`src/rtl/messbauer_channel_sequencer_pkg.sv`:
```
// Shared types and defaults for the Mossbauer channel sequencer.
package messbauer_channel_sequencer_pkg;

  // Sequencer phases; one measurement channel walks GenReq -> GenWait -> Pause -> ChannelPulse.
  typedef enum logic [2:0] {
    StIdle,
    StFrameStart,
    StGenReq,
    StGenWait,
    StPause,
    StChannelPulse,
    StDone
  } state_e;

  localparam int unsigned DefChannelsNumber = 512;
  localparam int unsigned DefChannelWidth   = 9;
  localparam int unsigned DefCounterWidth   = 16;
  localparam int unsigned DefStartDuration  = 2;
  localparam int unsigned DefChannelDuration = 2;
  localparam int unsigned DefChannelPause   = 4;
  localparam int unsigned DefGenTimeout     = 255;

  // Width needed to hold (longest phase length - 1), never less than one bit.
  function automatic int unsigned timer_width(input int unsigned a, input int unsigned b,
                                              input int unsigned c, input int unsigned d);
    int unsigned m;
    m = a;
    if (b > m) m = b;
    if (c > m) m = c;
    if (d > m) m = d;
    return (m < 2) ? 1 : $clog2(m);
  endfunction

endpackage

```
`src/rtl/messbauer_phase_timer.sv`:
```
// Loadable down-counter shared by every timed phase of the sequencer.
// A load of N gives N+1 cycles before expired_o is seen high.
module messbauer_phase_timer #(
  parameter int unsigned Width = 8
) (
  input  logic             aclk_i,
  input  logic             areset_i,
  input  logic             load_i,
  input  logic [Width-1:0] load_value_i,
  output logic             expired_o
);

  logic [Width-1:0] count_q;

  // Load takes priority; otherwise count down and hold at zero.
  always_ff @(posedge aclk_i or posedge areset_i) begin
    if (areset_i) begin
      count_q <= '0;
    end else if (load_i) begin
      count_q <= load_value_i;
    end else if (count_q != '0) begin
      count_q <= count_q - Width'(1);
    end
  end

  assign expired_o = (count_q == '0);

endmodule

```
`src/rtl/messbauer_channel_sequencer.sv`:
```
// Steps a Mossbauer spectrometer through its velocity channels: frame start, generator
// handshake, pause, then a channel-advance pulse, repeated for a finite or endless run.
module messbauer_channel_sequencer
  import messbauer_channel_sequencer_pkg::*;
#(
  parameter int unsigned CHANNELS_NUMBER  = DefChannelsNumber,
  parameter int unsigned CHANNEL_WIDTH    = DefChannelWidth,
  parameter int unsigned COUNTER_WIDTH    = DefCounterWidth,
  parameter int unsigned START_DURATION   = DefStartDuration,
  parameter int unsigned CHANNEL_DURATION = DefChannelDuration,
  parameter int unsigned CHANNEL_PAUSE    = DefChannelPause,
  parameter int unsigned GEN_TIMEOUT      = DefGenTimeout
) (
  input  logic                     aclk_i,
  input  logic                     areset_i,
  input  logic                     enable_i,
  input  logic [COUNTER_WIDTH-1:0] cfg_cycles_i,
  output logic                     gen_start_o,
  input  logic                     gen_done_i,
  output logic                     start_o,
  output logic                     channel_o,
  output logic [CHANNEL_WIDTH-1:0] channel_index_o,
  output logic [COUNTER_WIDTH-1:0] cycle_count_o,
  output logic                     busy_o,
  output logic                     done_o,
  output logic                     timeout_error_o
);

  localparam int unsigned TimerWidth =
      timer_width(START_DURATION, CHANNEL_DURATION, CHANNEL_PAUSE, GEN_TIMEOUT);
  localparam logic [CHANNEL_WIDTH-1:0] LastChannel = CHANNEL_WIDTH'(CHANNELS_NUMBER - 1);
  localparam logic [COUNTER_WIDTH-1:0] CountOne    = COUNTER_WIDTH'(1);

  state_e                   state_q, state_d;
  logic                     enable_q;  // enable delayed by one cycle, for edge detection
  logic                     armed_q;   // a level held across reset release is not an edge
  logic [COUNTER_WIDTH-1:0] cycles_target_q;
  logic [COUNTER_WIDTH-1:0] cycle_count_q;
  logic [COUNTER_WIDTH-1:0] count_inc;
  logic [CHANNEL_WIDTH-1:0] channel_index_q;
  logic                     start_q, gen_start_q, channel_q, busy_q, done_q, timeout_error_q;

  logic                  timer_load;
  logic [TimerWidth-1:0] timer_value;
  logic                  timer_expired;

  logic start_run, gen_timeout, channel_end, last_channel, target_hit;

  assign count_inc    = cycle_count_q + CountOne;
  assign last_channel = (channel_index_q == LastChannel);
  assign target_hit   = (cycles_target_q != '0) && (count_inc == cycles_target_q);
  assign channel_end  = (state_q == StChannelPulse) && timer_expired;

  // Next-phase decision; enable is only consulted at channel boundaries.
  always_comb begin
    state_d     = state_q;
    start_run   = 1'b0;
    gen_timeout = 1'b0;
    unique case (state_q)
      StIdle: begin
        if (enable_i && !enable_q && armed_q) begin
          start_run = 1'b1;
          state_d   = StFrameStart;
        end
      end
      StFrameStart: if (timer_expired) state_d = StGenReq;
      StGenReq:     state_d = StGenWait;
      StGenWait: begin
        // A completion in the timeout cycle still counts as a completion.
        if (gen_done_i) begin
          state_d = StPause;
        end else if (timer_expired) begin
          state_d     = StPause;
          gen_timeout = 1'b1;
        end
      end
      StPause: if (timer_expired) state_d = StChannelPulse;
      StChannelPulse: begin
        if (timer_expired) begin
          if (!last_channel)   state_d = enable_i ? StGenReq : StIdle;
          else if (target_hit) state_d = StDone;
          else                 state_d = enable_i ? StFrameStart : StIdle;
        end
      end
      StDone:  state_d = StIdle;
      default: state_d = StIdle;
    endcase
  end

  // Reload the shared timer with the length of whichever phase is being entered.
  always_comb begin
    timer_load  = (state_d != state_q);
    timer_value = '0;
    unique case (state_d)
      StFrameStart:   timer_value = TimerWidth'(START_DURATION - 1);
      StGenWait:      timer_value = TimerWidth'(GEN_TIMEOUT - 1);
      StPause:        timer_value = TimerWidth'(CHANNEL_PAUSE - 1);
      StChannelPulse: timer_value = TimerWidth'(CHANNEL_DURATION - 1);
      default:        timer_value = '0;
    endcase
  end

  messbauer_phase_timer #(
    .Width(TimerWidth)
  ) u_phase_timer (
    .aclk_i      (aclk_i),
    .areset_i    (areset_i),
    .load_i      (timer_load),
    .load_value_i(timer_value),
    .expired_o   (timer_expired)
  );

  // Phase register, run bookkeeping and registered outputs decoded from the next phase.
  always_ff @(posedge aclk_i or posedge areset_i) begin
    if (areset_i) begin
      state_q         <= StIdle;
      enable_q        <= 1'b0;
      armed_q         <= 1'b0;
      cycles_target_q <= '0;
      cycle_count_q   <= '0;
      channel_index_q <= '0;
      start_q         <= 1'b0;
      gen_start_q     <= 1'b0;
      channel_q       <= 1'b0;
      busy_q          <= 1'b0;
      done_q          <= 1'b0;
      timeout_error_q <= 1'b0;
    end else begin
      state_q     <= state_d;
      enable_q    <= enable_i;
      if (!enable_i) armed_q <= 1'b1;
      start_q     <= (state_d == StFrameStart);
      gen_start_q <= (state_d == StGenReq);
      channel_q   <= (state_d == StChannelPulse);
      done_q      <= (state_d == StDone);
      busy_q      <= (state_d != StIdle);
      if (start_run) begin
        cycles_target_q <= cfg_cycles_i;
        cycle_count_q   <= '0;
        channel_index_q <= '0;
        timeout_error_q <= 1'b0;
      end
      if (gen_timeout) timeout_error_q <= 1'b1;
      if (channel_end) begin
        if (last_channel) begin
          channel_index_q <= '0;
          if (cycle_count_q != '1) cycle_count_q <= count_inc;
        end else begin
          channel_index_q <= channel_index_q + CHANNEL_WIDTH'(1);
        end
      end
    end
  end

  assign start_o         = start_q;
  assign gen_start_o     = gen_start_q;
  assign channel_o       = channel_q;
  assign channel_index_o = channel_index_q;
  assign cycle_count_o   = cycle_count_q;
  assign busy_o          = busy_q;
  assign done_o          = done_q;
  assign timeout_error_o = timeout_error_q;

endmodule

```
`config.mk`:
```
export PLATFORM = sky130hd
export DESIGN_NAME = messbauer_channel_sequencer
export DESIGN_NICKNAME = d
export VERILOG_FILES = /design/src/rtl/messbauer_channel_sequencer_pkg.sv /design/src/rtl/messbauer_phase_timer.sv /design/src/rtl/messbauer_channel_sequencer.sv
export SDC_FILE = /design/constraint.sdc
export NUM_CORES = 1
export LEC_CHECK = 0
export CORE_AREA = 5 5 92 85
export DETAILED_ROUTE_END_ITERATION = 10
export DIE_AREA = 0 0 97 90
export HOLD_SLACK_MARGIN = 0.05
export PLACE_DENSITY_LB_ADDON = 0.12
export SYNTH_ARGS = -nofsm -noshare
export SYNTH_HDL_FRONTEND = slang
export SYNTH_SLANG_ARGS = --single-unit
```
`constraint.sdc`:
```
create_clock -name aclk_i -period 4.3 [get_ports aclk_i]
set_input_delay 0.86 -clock aclk_i [delete_from_list [all_inputs] [get_ports aclk_i]]
set_output_delay 0.86 -clock aclk_i [all_outputs]
set_load 0.02 [all_outputs]
```
# After elaboration in Yosys (flattened, before gate mapping)
# Index checks and enable logic that the tools add are counted.
# classes
add_sub_neg,3
eq_ne,15
n_mux,28
reduce_logical,14
# op_table
cell,n
16-bit 2-to-1 mux,4
9-bit 2-to-1 mux,3
3-bit 2-to-1 mux,8
8-bit one-hot mux with 3 select lines,1
3-bit one-hot mux with 6 select lines,1
"16-bit by 1-bit adder with 16-bit output, second input constant",1
16-bit == test,1
8-bit 2-to-1 mux,2
"16-bit != test, second input constant",1
16-bit nonzero test,1
"3-bit == test, second input constant",5
"3-bit by 2-bit == test with 1-bit output, second input constant",4
"9-bit by 1-bit adder with 9-bit output, second input constant",1
"9-bit == test, second input constant",1
8-bit logical NOT,1
1-bit 2-to-1 mux,8
8-bit nonzero test,1
"8-bit by 1-bit subtractor with 8-bit output, second input constant",1
"3-bit by 1-bit == test with 1-bit output, second input constant",2
2-bit nonzero test,3
1-bit logical AND,4
3-bit logical NOT,1
3-bit != test,1
3-bit nonzero test,1
other kinds (3),3
# word_totals
reg_bits,60
inputBits,20

# Depth between registers and ports, before layout
# depth
word_depth,11
ltp_mapped,14
mapped_depth_nobuf,12

# Cells and area by module
# A second synthesis with hierarchy kept.
# unflattened
hier_cells,419
hier_area_um2,3686.0
# modules_own_cells
module,n_inst,cells_per_inst,area_each_um2,seq_area_each_um2
messbauer_channel_sequencer,1,363,3189.3,1301.2
messbauer_phase_timer,1,56,496.7,200.2

# Worst setup path after synthesis
# No wires, ideal clock.
# synth_timing
path_kind,register -> register
start,"register cycle_count_q[3], in the netlist cycle_count_o[3]"
end,"register busy_q, in the netlist busy_o"
setup_time_ps,138
arrival_ps,2587
required_time_ps,4162
slack_ps,1574
path_stages_with_launch,9
synth_period_minus_slack_ps,2726
path_cell_list,dfrtp_1 > buf_2 > nand4_2 > or4_4 > xnor2_1 > nor4b_1 > nand4_1 > o21bai_2 > or4b_1
# synth_via
elab_chain_len,8
# synth_rtl
element,line,text
"start, declared",messbauer_channel_sequencer.sv:38,logic [COUNTER_WIDTH-1:0] cycle_count_q;
"start signal, assigned",messbauer_channel_sequencer.sv:147,if (cycle_count_q != '1) cycle_count_q <= count_inc;
16-bit by 1-bit adder with 16-bit output,messbauer_channel_sequencer.sv:49,assign count_inc = cycle_count_q + CountOne;
16-bit == test,messbauer_channel_sequencer.sv:51,assign target_hit = (cycles_target_q != '0) && (count_inc == cycles_target_q);
1-bit logical AND,messbauer_channel_sequencer.sv:51,
3-bit 2-to-1 mux,messbauer_channel_sequencer.sv:81,else if (target_hit) state_d = StDone;
3-bit 2-to-1 mux,messbauer_channel_sequencer.sv:80,if (!last_channel) state_d = enable_i ? StGenReq : StIdle;
3-bit 2-to-1 mux,messbauer_channel_sequencer.sv:79,if (timer_expired) begin
3-bit one-hot mux with 6 select lines,messbauer_channel_sequencer.sv:59,unique case (state_q)
3-bit nonzero test,messbauer_channel_sequencer.sv:136,busy_q <= (state_d != StIdle);
"end signal, assigned",messbauer_channel_sequencer.sv:136,
"end, declared",messbauer_channel_sequencer.sv:41,"logic start_q, gen_start_q, channel_q, busy_q, done_q, timeout_error_q;"
# No other way between the ends.
# A chain may end at the register's enable or synchronous reset.

# Final worst setup path
# layout_timing
start,"register cycle_count_q[0], in the netlist cycle_count_o[0]"
end,"register cycle_count_q[14], in the netlist cycle_count_o[14]"
# layout_via
elab_chain_len,4
word_cells_on_any_way,5
# layout_rtl
element,line,text
16-bit by 1-bit adder with 16-bit output / 16-bit != test (equally long branches),"messbauer_channel_sequencer.sv:49, messbauer_channel_sequencer.sv:147",
16-bit 2-to-1 mux (*),messbauer_channel_sequencer.sv:147,
16-bit 2-to-1 mux (*),messbauer_channel_sequencer.sv:145,if (last_channel) begin
16-bit 2-to-1 mux (*),messbauer_channel_sequencer.sv:144,if (channel_end) begin
# Mark *: on every way between the ends. The rest lies on a longest branch, timed or not.

==> metrics <==
status=finished, final reports clean; TritonCTS clock tree=yes; Setup crit start kind=flip-flop; final hold vios=0; Worst path top cell family by delay=simple AND/OR/NAND/NOR gates; critical setup path kind=reg -> reg; count of different cell masters after synthesis=62; largest net degree at the start of global routing=42; Ports=51; FMAX=just over 0.3 GHz; total wire length=8670 um; Vias=3,175; Setup TNS Final=0 ns; Post-Syn Nets=~440; GPL Wtd Cong=0.911; final routed DRC violation total=0; DRT Pass-1 Iters=5; routed length per placed instance=15.7 um; hold buffer count at CTS=0; Syn Area/Cell=between 8 and 9 um^2; overall power=2360 uW; Total Routing Usage GR=0.202; post-CTS setup buffer count=0; Final nets=roughly 480; hold depth=2; clock root cell=clkbuf_8; asr flop ratio synth=1.00; post-placement cell area=~4100 um^2; Final setup viols=0; post-DP HPWL=around 6000 um; Max IR drop VDD=approximately 0.00025 V; ANT cells=0; leakage=0.00184 uW; vias in the first global route=2,925; first-pass GRT wire length=around 15,000 um; Main synth FF type=dfrtp_1; Crit path depth=8; post-route clock skew=0.00839 ns; Slowest Stage Delay on Critical Path=~0.53 ns; chip height=about 90 um; #FFs+latches synth=60; Clock transition at path regs=about 0.070 ns; CTS Buf Count=9; core box area=roughly 6900 um^2; CTS resizes=0; Port Buffers=50; Max clock buf depth=2; Slew @ Worst Pin=0.860 ns; sequential cell area fraction in the yosys report=0.418; slowest CP cell=a31o_2; later-pin clock latency in the skew report=around 0.34 ns; Syn Inst Count=around 410; std cell rows=29; Max Cap Violations=0; Buf+Inv Stages, Crit Path=0; number of synthesized flops with an enable pin=0; Final ANT Viol Nets=0; total grt overflow=0; design area=approximately 4300 um^2; die width=between 90 and 100 um; CP cell instances=ha_1 > nand3_2 > or3_1 > nor2_1 > a31o_2 > and2_1 > o21ai_0 > o41ai_1; htree depth=3; CP endpoint kind=flip-flop; die footprint=around 8700 um^2; Cell Area, Synth=~3600 um^2; worst min path class=reg -> reg; initial antenna violation count=0; share of cells above drive strength 1=0.0742; crit path DAT=about 3.4 ns; Initial DRC Count=a little over 200; # clock sinks=60; worst reg2reg path depth=8; fin crit share=0.747; required time of the critical path=4.52 ns; Final Max Slew Viols=0; critical path fanouts, max=29; pwr dens=approximately 550 nW/um^2; P&R area growth vs syn=20.6%; post-route minimum period=roughly 3.2 ns; RSZ-0062 raised after global routing=no; initial core utilization=0.524; Syn. warnings=0; vias per cell=5.76; Max transition margin=0.426
## sequential cells by signal, summed over array words and instances, names as in the netlist, 3 cells and up
register / cells
channel_index_o: 9
u_phase_timer.count_q: 8
cycles_target_q: 16
state_q: 3
cycle_count_o: 16
## synth_stat cells, drive strengths merged, types with 4 or more instances
master | count | area, um^2
nor3 | 9 | 67.6
inv | 11 | 41.3
nand4 | 6 | 58.8
nor4 | 12 | 81.3
o21ai | 39 | 195
buf | 13 | 72.6
a211oi | 4 | 30.0
nor2 | 23 | 88.8
and4 | 4 | 35.0
clkbuf | 10 | 38.8
o211ai | 4 | 30.0
nand2 | 77 | 289
nand3 | 19 | 100
dfrtp | 60 | 1500
a21oi | 17 | 88.8
nor2b | 9 | 56.3
and3 | 6 | 38.8
xor2 | 9 | 78.8
xnor2 | 17 | 149
nand2b | 10 | 62.6
ha | 5 | 62.6
o31ai | 11 | 82.6
## final cells by class
| class | instances | area (um^2) |
|---|---|---|
| repair buffers | 52 | 515 |
| well taps | 93 | 116 |
| clock buffers | 12 | 145 |
| fillers | 588 | 2530 |
| flip-flops and latches | 60 | 1500 |
| multi-input cells | 319 | 1940 |
| inverters | 11 | 41.3 |
| clock inverters | 4 | 72.6 |
## per-stage QoR
step	hold slack (ns)	cells	setup WS (ns)	utilization
final	0.493	551	1.09	0.631
after detailed placement	0.483	535	1.16	0.600
after floorplan	0.449	413	1.57	-
after CTS	0.497	551	1.17	0.631
after global placement	0.474	535	1.20	0.600
after global routing	0.546	551	0.849	0.631
## power by group
group | switching (uW) | leakage [uW] | total (uW) | internal, uW
clock network | 223 | 0.000107 | 565 | 342
registers | 202 | 0.000784 | 927 | 725
logic | 464 | 0.000948 | 870 | 406
## final timing paths
check                                 start            endpoint  slack [ns]
setup / recovery           cycle_count_o[0]   cycle_count_o[14]        1.09
hold / removal              timeout_error_o     timeout_error_o        0.49
setup reg to reg           cycle_count_o[0]   cycle_count_o[14]        1.09
hold reg to reg             timeout_error_o     timeout_error_o        0.49
max in group asynchronous          areset_i    cycle_count_o[5]        2.47
min in group asynchronous          areset_i  channel_index_o[0]        1.01
## worst min-delay path, cell delays in order (launching register included)
cell     delay (ns)
dfrtp_1        0.35
nand2_1        0.05
o21ai_0        0.06
## layout by cell type, fill, tap and decap left out, types with 3 or more instances in the layout
| cell | synthesis | final |
|---|---|---|
| nor4_1 | 11 | 11 |
| ha_1 | 5 | 5 |
| o31ai_1 | 11 | 11 |
| nand4_1 | 4 | 4 |
| nand2_1 | 77 | 77 |
| xor2_1 | 9 | 9 |
| nor2_1 | 22 | 22 |
| and3_1 | 5 | 5 |
| nand2b_1 | 10 | 10 |
| clkdlybuf4s50_1 | 0 | 50 |
| o211ai_1 | 4 | 4 |
| xnor2_1 | 17 | 17 |
| a211oi_1 | 4 | 4 |
| nor3_1 | 7 | 7 |
| a21oi_1 | 16 | 16 |
| nand3_1 | 18 | 18 |
| or2_2 | 3 | 3 |
| inv_1 | 11 | 10 |
| nor2b_1 | 9 | 9 |
| dfrtp_1 | 60 | 60 |
| and4_1 | 4 | 4 |
| clkbuf_8 | 0 | 10 |
| o21ai_0 | 39 | 39 |
## cell families after synthesis
| kind of cell | after synthesis | share of synthesized area |
|---|---|---|
| AOI/OAI and AO/OA | 94 | 0.163 |
| xor gates and xnor gates | 28 | 0.0763 |
| adders and majority gates | 5 | 0.0174 |
| buffers and inverters | 34 | 0.0425 |
| DFF | 60 | 0.418 |
| and+or+nand+nor | 192 | 0.283 |
## routing by layer
metal,vias up,GRT usage,part of all wire
li1,1553,-,-
met1,1506,0.302,0.51
met2,100,0.289,0.43
met3,16,0.0511,0.056
met4,0,0.0561,0.013
met5,-,0,0
Note: power is estimated with default switching activity, not from simulation.
